===== config.mk =====
export PLATFORM = sky130hd
export DESIGN_NAME = imm_gen_stage_flat
export DESIGN_NICKNAME = d
export VERILOG_FILES = /design/src/rtl/imm_gen_stage_if.sv /design/src/rtl/imm_gen_stage.sv /design/src/flat_wrapper.sv
export SDC_FILE = /design/constraint.sdc
export NUM_CORES = 1
export LEC_CHECK = 0
export CAP_MARGIN = 0
export CELL_PAD_IN_SITES_DETAIL_PLACEMENT = 1
export CELL_PAD_IN_SITES_GLOBAL_PLACEMENT = 1
export CORE_MARGIN = 3
export CORE_UTILIZATION = 52
export CTS_CLUSTER_DIAMETER = 100
export DETAILED_ROUTE_END_ITERATION = 10
export DONT_BUFFER_PORTS = 1
export GPL_TIMING_DRIVEN = 0
export PLACE_DENSITY = 0.95
export SETUP_SLACK_MARGIN = 0.05
export SYNTH_ARGS = -nofsm -noshare
export SYNTH_HDL_FRONTEND = slang
export SYNTH_SLANG_ARGS = --single-unit

===== constraint.sdc =====
create_clock -name clk -period 3.9 [get_ports clk]
set_input_delay 0.39 -clock clk [delete_from_list [all_inputs] [get_ports clk]]
set_output_delay 0.39 -clock clk [all_outputs]
set_load 0.03 [all_outputs]

===== src/rtl/imm_gen_stage_if.sv =====
// Handshake/bus interface for imm_gen_stage.
// Optional macro: IMMGEN_ILLEGAL_FLAG_EN adds illegal_out to the output side.
//
// Valid/ready: a transfer happens on a rising clk edge when valid && ready
// are both high. The producer holds valid and payload steady until that
// edge, and valid never waits on ready.
interface imm_gen_stage_if #(
  parameter int DATA_WIDTH  = 16,
  parameter int INSTR_WIDTH = 16,
  parameter int TAG_WIDTH   = 16
);

  // Input side (decoder -> stage)
  logic                   in_valid;
  logic                   in_ready;
  logic [INSTR_WIDTH-1:0] instruction;
  logic [3:0]             im_sel;
  logic [TAG_WIDTH-1:0]   tag_in;

  // Output side (stage -> ID/EX register)
  logic                   out_valid;
  logic                   out_ready;
  logic [DATA_WIDTH-1:0]  imm_out;
  logic [TAG_WIDTH-1:0]   tag_out;

`ifdef IMMGEN_ILLEGAL_FLAG_EN
  logic                   illegal_out;

  modport master (
    output in_valid, instruction, im_sel, tag_in, out_ready,
    input  in_ready, out_valid, imm_out, tag_out, illegal_out
  );

  modport slave (
    input  in_valid, instruction, im_sel, tag_in, out_ready,
    output in_ready, out_valid, imm_out, tag_out, illegal_out
  );
`else
  modport master (
    output in_valid, instruction, im_sel, tag_in, out_ready,
    input  in_ready, out_valid, imm_out, tag_out
  );

  modport slave (
    input  in_valid, instruction, im_sel, tag_in, out_ready,
    output in_ready, out_valid, imm_out, tag_out
  );
`endif

endinterface


===== src/rtl/imm_gen_stage.sv =====
// Registered immediate-generation stage with a one-entry skid buffer.
// Extracts and extends the immediate on the input side, then stores only the
// extended value and the tag. in_ready comes straight from a flop, so there
// is no combinational path from out_ready back to in_ready.
// Optional macro: IMMGEN_ILLEGAL_FLAG_EN adds an illegal-select flag that
// travels with each entry.
module imm_gen_stage #(
  parameter int DATA_WIDTH  = 16,
  parameter int INSTR_WIDTH = 16,
  parameter int TAG_WIDTH   = 16
) (
  input  logic        clk,
  input  logic        rst,        // asynchronous, active-low
  input  logic        flush,
  imm_gen_stage_if.slave bus,
  output logic [1:0]  dbg_state   // occupancy state for checkers
);

  // Occupancy: nothing held, only the out register held, or out + skid held.
  typedef enum logic [1:0] {
    ST_EMPTY = 2'd0,
    ST_ONE   = 2'd1,
    ST_FULL  = 2'd2
  } state_t;

  state_t                  state_q, state_d;
  logic                    in_ready_q, in_ready_d;
  logic [DATA_WIDTH-1:0]   out_imm_q, out_imm_d;
  logic [TAG_WIDTH-1:0]    out_tag_q, out_tag_d;
  logic [DATA_WIDTH-1:0]   skid_imm_q, skid_imm_d;
  logic [TAG_WIDTH-1:0]    skid_tag_q, skid_tag_d;
`ifdef IMMGEN_ILLEGAL_FLAG_EN
  logic                    out_ill_q, out_ill_d;
  logic                    skid_ill_q, skid_ill_d;
  logic                    in_illegal;
`endif

  logic                    sign_en;
  logic [3:0]              shamt;
  logic [DATA_WIDTH-1:0]   imm_ext;
  logic                    accept;
  logic                    emit;
  logic                    out_valid;

  // Bits above the widest field are never used by any select.
  logic                    unused_instr_bits;
  assign unused_instr_bits = ^bus.instruction;

  // Field extraction and zero/sign extension of the offered instruction.
  always_comb begin
    sign_en = bus.im_sel[3];
    shamt   = (bus.instruction[4:2] == 3'b000) ? 4'd8 : {1'b0, bus.instruction[4:2]};
    imm_ext = '0;
    case (bus.im_sel[2:0])
      3'b000: imm_ext = {{(DATA_WIDTH-8){sign_en & bus.instruction[7]}},
                         bus.instruction[7:0]};
      3'b001: imm_ext = {{(DATA_WIDTH-4){sign_en & bus.instruction[3]}},
                         bus.instruction[3:0]};
      3'b010: imm_ext = {{(DATA_WIDTH-5){sign_en & bus.instruction[4]}},
                         bus.instruction[4:0]};
      3'b011: imm_ext = {{(DATA_WIDTH-11){sign_en & bus.instruction[10]}},
                         bus.instruction[10:0]};
      3'b100: imm_ext = {{(DATA_WIDTH-3){sign_en & bus.instruction[4]}},
                         bus.instruction[4:2]};
      // Shift amount: always zero-extended, 0 encodes 8.
      3'b101: imm_ext = {{(DATA_WIDTH-4){1'b0}}, shamt};
      default: imm_ext = '0;
    endcase
  end

`ifdef IMMGEN_ILLEGAL_FLAG_EN
  // Unused select codes, plus a sign-extended shift amount, are flagged.
  always_comb begin
    in_illegal = (bus.im_sel[2:1] == 2'b11) || (bus.im_sel == 4'b1101);
  end
`endif

  assign out_valid = (state_q != ST_EMPTY);
  assign accept    = bus.in_valid && in_ready_q;
  assign emit      = out_valid && bus.out_ready;

  // Next occupancy and datapath moves; flush wins over accept and emit.
  always_comb begin
    state_d    = state_q;
    out_imm_d  = out_imm_q;
    out_tag_d  = out_tag_q;
    skid_imm_d = skid_imm_q;
    skid_tag_d = skid_tag_q;
`ifdef IMMGEN_ILLEGAL_FLAG_EN
    out_ill_d  = out_ill_q;
    skid_ill_d = skid_ill_q;
`endif
    if (flush) begin
      state_d = ST_EMPTY;
`ifdef IMMGEN_ILLEGAL_FLAG_EN
      out_ill_d  = 1'b0;
      skid_ill_d = 1'b0;
`endif
    end else begin
      case (state_q)
        ST_EMPTY: begin
          if (accept) begin
            out_imm_d = imm_ext;
            out_tag_d = bus.tag_in;
`ifdef IMMGEN_ILLEGAL_FLAG_EN
            out_ill_d = in_illegal;
`endif
            state_d   = ST_ONE;
          end
        end
        ST_ONE: begin
          if (accept && emit) begin
            // Back-to-back: new entry replaces the one leaving.
            out_imm_d = imm_ext;
            out_tag_d = bus.tag_in;
`ifdef IMMGEN_ILLEGAL_FLAG_EN
            out_ill_d = in_illegal;
`endif
          end else if (emit) begin
            state_d = ST_EMPTY;
          end else if (accept) begin
            // Out is stalled: park the new entry in the skid register.
            skid_imm_d = imm_ext;
            skid_tag_d = bus.tag_in;
`ifdef IMMGEN_ILLEGAL_FLAG_EN
            skid_ill_d = in_illegal;
`endif
            state_d    = ST_FULL;
          end
        end
        ST_FULL: begin
          // in_ready is low here, so only the skid-to-out move can happen.
          if (emit) begin
            out_imm_d = skid_imm_q;
            out_tag_d = skid_tag_q;
`ifdef IMMGEN_ILLEGAL_FLAG_EN
            out_ill_d = skid_ill_q;
`endif
            state_d   = ST_ONE;
          end
        end
        default: state_d = ST_EMPTY;
      endcase
    end
    in_ready_d = (state_d != ST_FULL);
  end

  // State and storage registers.
  always_ff @(posedge clk or negedge rst) begin
    if (!rst) begin
      state_q    <= ST_EMPTY;
      in_ready_q <= 1'b1;
      out_imm_q  <= '0;
      out_tag_q  <= '0;
      skid_imm_q <= '0;
      skid_tag_q <= '0;
`ifdef IMMGEN_ILLEGAL_FLAG_EN
      out_ill_q  <= 1'b0;
      skid_ill_q <= 1'b0;
`endif
    end else begin
      state_q    <= state_d;
      in_ready_q <= in_ready_d;
      out_imm_q  <= out_imm_d;
      out_tag_q  <= out_tag_d;
      skid_imm_q <= skid_imm_d;
      skid_tag_q <= skid_tag_d;
`ifdef IMMGEN_ILLEGAL_FLAG_EN
      out_ill_q  <= out_ill_d;
      skid_ill_q <= skid_ill_d;
`endif
    end
  end

  assign bus.in_ready  = in_ready_q;
  assign bus.out_valid = out_valid;
  assign bus.imm_out   = out_imm_q;
  assign bus.tag_out   = out_tag_q;
`ifdef IMMGEN_ILLEGAL_FLAG_EN
  assign bus.illegal_out = out_ill_q & out_valid;
`endif
  assign dbg_state     = state_q;

endmodule


===== src/flat_wrapper.sv =====
// flat-port wrapper written by rule: the top's interface ports become plain ports
module imm_gen_stage_flat 
#(
  parameter int DATA_WIDTH  = 16,
  parameter int INSTR_WIDTH = 16,
  parameter int TAG_WIDTH   = 16
)
  (clk, rst, flush, dbg_state, bus_in_valid, bus_instruction, bus_im_sel, bus_tag_in, bus_out_ready, bus_in_ready, bus_out_valid, bus_imm_out, bus_tag_out);
  imm_gen_stage_if #(.DATA_WIDTH(DATA_WIDTH), .INSTR_WIDTH(INSTR_WIDTH), .TAG_WIDTH(TAG_WIDTH)) bus_i ();
  input  logic clk;
  input  logic rst;
  input  logic flush;
  output logic [1:0] dbg_state;
  input wire logic [$bits(bus_i.in_valid)-1:0] bus_in_valid;
  input wire logic [$bits(bus_i.instruction)-1:0] bus_instruction;
  input wire logic [$bits(bus_i.im_sel)-1:0] bus_im_sel;
  input wire logic [$bits(bus_i.tag_in)-1:0] bus_tag_in;
  input wire logic [$bits(bus_i.out_ready)-1:0] bus_out_ready;
  output wire logic [$bits(bus_i.in_ready)-1:0] bus_in_ready;
  output wire logic [$bits(bus_i.out_valid)-1:0] bus_out_valid;
  output wire logic [$bits(bus_i.imm_out)-1:0] bus_imm_out;
  output wire logic [$bits(bus_i.tag_out)-1:0] bus_tag_out;
  assign bus_i.in_valid = bus_in_valid;
  assign bus_i.instruction = bus_instruction;
  assign bus_i.im_sel = bus_im_sel;
  assign bus_i.tag_in = bus_tag_in;
  assign bus_i.out_ready = bus_out_ready;
  assign bus_in_ready = bus_i.in_ready;
  assign bus_out_valid = bus_i.out_valid;
  assign bus_imm_out = bus_i.imm_out;
  assign bus_tag_out = bus_i.tag_out;
  imm_gen_stage #(.DATA_WIDTH(DATA_WIDTH), .INSTR_WIDTH(INSTR_WIDTH), .TAG_WIDTH(TAG_WIDTH)) u_core (.clk(clk), .rst(rst), .flush(flush), .bus(bus_i), .dbg_state(dbg_state));
endmodule

==> flow_summary.toml <==
[die]
dieHeight_um = 80.94
num_rows = 26
core_area_um2 = 5270
start_util = 0.5541
num_io_pins = 77
die_area_um2 = 6551
die_w_um = 80.94

[clock_tree]
cts_tree = "built"
cts_sinks = 59
clock_latency_ps = 340
numCtsBuffers = 9
post_cts.repair.setup_buffers = 0
clkTransAtPathRegs_ps = 70
clockBufferDepth = 2
cts_root_buffer = "clkbuf_8"
htreeDepth = 3

[run_status]
status = "completed"

[critical_path]
cp_slowest_cell = "dfrtp_1"
reg2reg_from = "u_core.dbg_state[1]"
critPathCaptureType = "register"
cp-startpoint = "u_core.dbg_state[1]"
criticalPathCategory = "register to register"
path_cells = "nor2b_1 > buf_4 > a22oi_2 > or2_1 > buf_2 > buf_2 > o21ai_1"
startpoint_type = "register"
cp.arrival_ps = 2350
crit_fanout = 10
crit_path_max_incr_delay_ps = 550
crit_required_ps = 4120
crit_top_cell = "buf_2"

[route]
drt_first_pass_iters = 4
totalWireLength_um = 7650
via_count = 2158
wl_met1_um = 2884
wl_met2_um = 4061
routedWlPerCell_um = 21.37
met3_length_um = 555
drc_errors = 0
vias_per_cell = 6.028
drtAntennaViolNets = 0
highest_layer = "met4"
dr.first_iter.drc_count = 98

[timing]
setup_viol = 0
setup_tns_ps = 0
period_share = 0.5467
max_freq_mhz = 469.0
skew_ps = 6.361
rsz0062_at_grt = "no"
worst-slew-pin-transition_ps = 611.1
max-slew-margin-rel = 0.5895
min_period_ps = 2132
finalHoldViolCount = 0
slew_viol_final = 0

[power]
ir_drop_v = 0.0003626
pwr_density_cell_nw_per_um2 = 535.4
power_leakage_uw = 0.001546

[global_routing]
grt_pass1_vias = 2450
grt_max_degree = 60
antenna_found_initial = 0
grt_usage = 0.2537
grt_overflow = 0
grt_pass1_wl_um = 12250

[synthesis]
avgSynthCellArea_um2 = 10.82
synthCells = 270
synthTopCellsByArea = "dfrtp_1, mux2_4, mux2i_1"
synth_cell_types = 42
synth_area_um2 = 2920
yosys_register_bits = 59
syn_nets = 311
synth.largest_area_cell = "dfrtp_1"
yosysSeqAreaShare = 0.5060
synth_warnings = 0
synth.top_cell.area_share = 0.4970

[finish]
final_cell_mix = "dfrtp_1, o21ai_0, o21ai_1"
syn2layout_area_growth_pct = 10.11
fin_cells = 358
fin_nets = 324
diodes = 0
n_fill_cell = 559
drive_gt1_frac = 0.2049
final_common_cell = "dfrtp_1"

[run]
maxCapViolCount = 0

[placement]
place_congestion = 0.8257
dp_hpwl_um = 5514
dp.cells = 340
numPortBuffers = 0

[hold_path]
hold_class = "input pin to register"
worstHoldStart = "bus_tag_in[9]"
-- area by class of cell --
type	instances	area [um2]	area share
well taps	70	87.58	0.02724
plain buffers	26	162.7	0.05058
clock inverters	5	28.78	0.008949
flip-flops and latches	59	1478	0.4595
inverters	1	3.754	0.001167
clock buffers	11	141.4	0.04397
repair buffers	2	37.54	0.01167
multi-input cells	184	1276	0.3969
-- metrics by stage --
step | total power (uW) | hold WS, ps | util | instance area [um2] | setup slack [ps]
floorplan | 1150 | 94.41 | - | 2920 | 2021
global placement | 1197 | 95.65 | 0.5708 | 3008 | 1850
detailed placement | 1232 | 95.86 | 0.5708 | 3008 | 1781
CTS | 1734 | 185.1 | 0.6102 | 3216 | 1757
global route | 1804 | 179.0 | 0.6102 | 3216 | 1597
finish | 1721 | 192.5 | 0.6102 | 3216 | 1768
-- power by group --
group	internal, uW	leakage [uW]	switching [uW]
sequential	743	0.000749	201
clock	244	0.0000928	241
combinational	149	0.000704	144
-- state kept, by name (all words and copies together) (netlist names) --
register / count
u_core.skid_imm_q: 12
u_core.skid_tag_q: 16
u_core.bus.in_ready: 1
u_core.bus.tag_out: 16
u_core.dbg_state: 2
u_core.bus.imm_out: 12
-- routing by layer --
metal  vias up  track usage
met1      1085       0.2783
met3        14      0.09756
met5         -            0
li1        986            -
met2        73       0.4376
met4         0       0.1064
-- worst max-delay path, delay by kind of cell, from the launching register on --
kind | cells | cell delay (ps)
buffers and inverters | 3 | 620
DFF | 1 | 550
AOI/OAI and AO/OA | 2 | 470
and+or+nand+nor | 2 | 370
-- path summary, 6_finish.rpt --
check | cells past startpoint | slack, ps | to
setup reg to reg | 7 | 1770 | u_core.bus.tag_out[8]
max in group asynchronous | 2 | 3010 | u_core.bus.in_ready
min in group asynchronous | 2 | 560 | u_core.skid_tag_q[7]
hold / removal | 1 | 190 | u_core.skid_tag_q[9]
setup / recovery | 7 | 1770 | u_core.bus.tag_out[8]
hold reg to reg | 2 | 500 | u_core.skid_imm_q[5]
-- synth_stat cells, drive strengths merged --
library cell  count
nand2            16
nor4bb            1
nor3              6
dfrtp            58
nand3             4
or2               2
xnor2             1
and3b             1
nor2             16
mux2i            17
dfstp             1
a21oi             9
buf              18
mux2             20
nor2b             7
o2bb2ai           1
or3b              1
a22oi             2
inv               1
a31oi             1
nand2b            4
a21o              1
o31ai             8
a41oi             1
nand4bb           1
or4               1
a221oi            1
a2bb2oi           1
and4bb            2
a211oi            3
o31a              2
clkbuf            8
o21ai            54
-- kinds of logic after synthesis --
group / after synthesis / share of synthesized area
flops: 59 / 0.5060
xor+xnor: 1 / 0.003000
buf+inv: 27 / 0.05698
mux: 37 / 0.1547
simple gates: 62 / 0.1118
compound gates: 84 / 0.1675
-- repair_timing --
action / in CTS / in global routing
gates resized for setup: 0 / 0
hold buffers: 2 / 0
hold endpoints to repair: 59 / 0
Note: power is estimated with default switching activity, not from simulation.
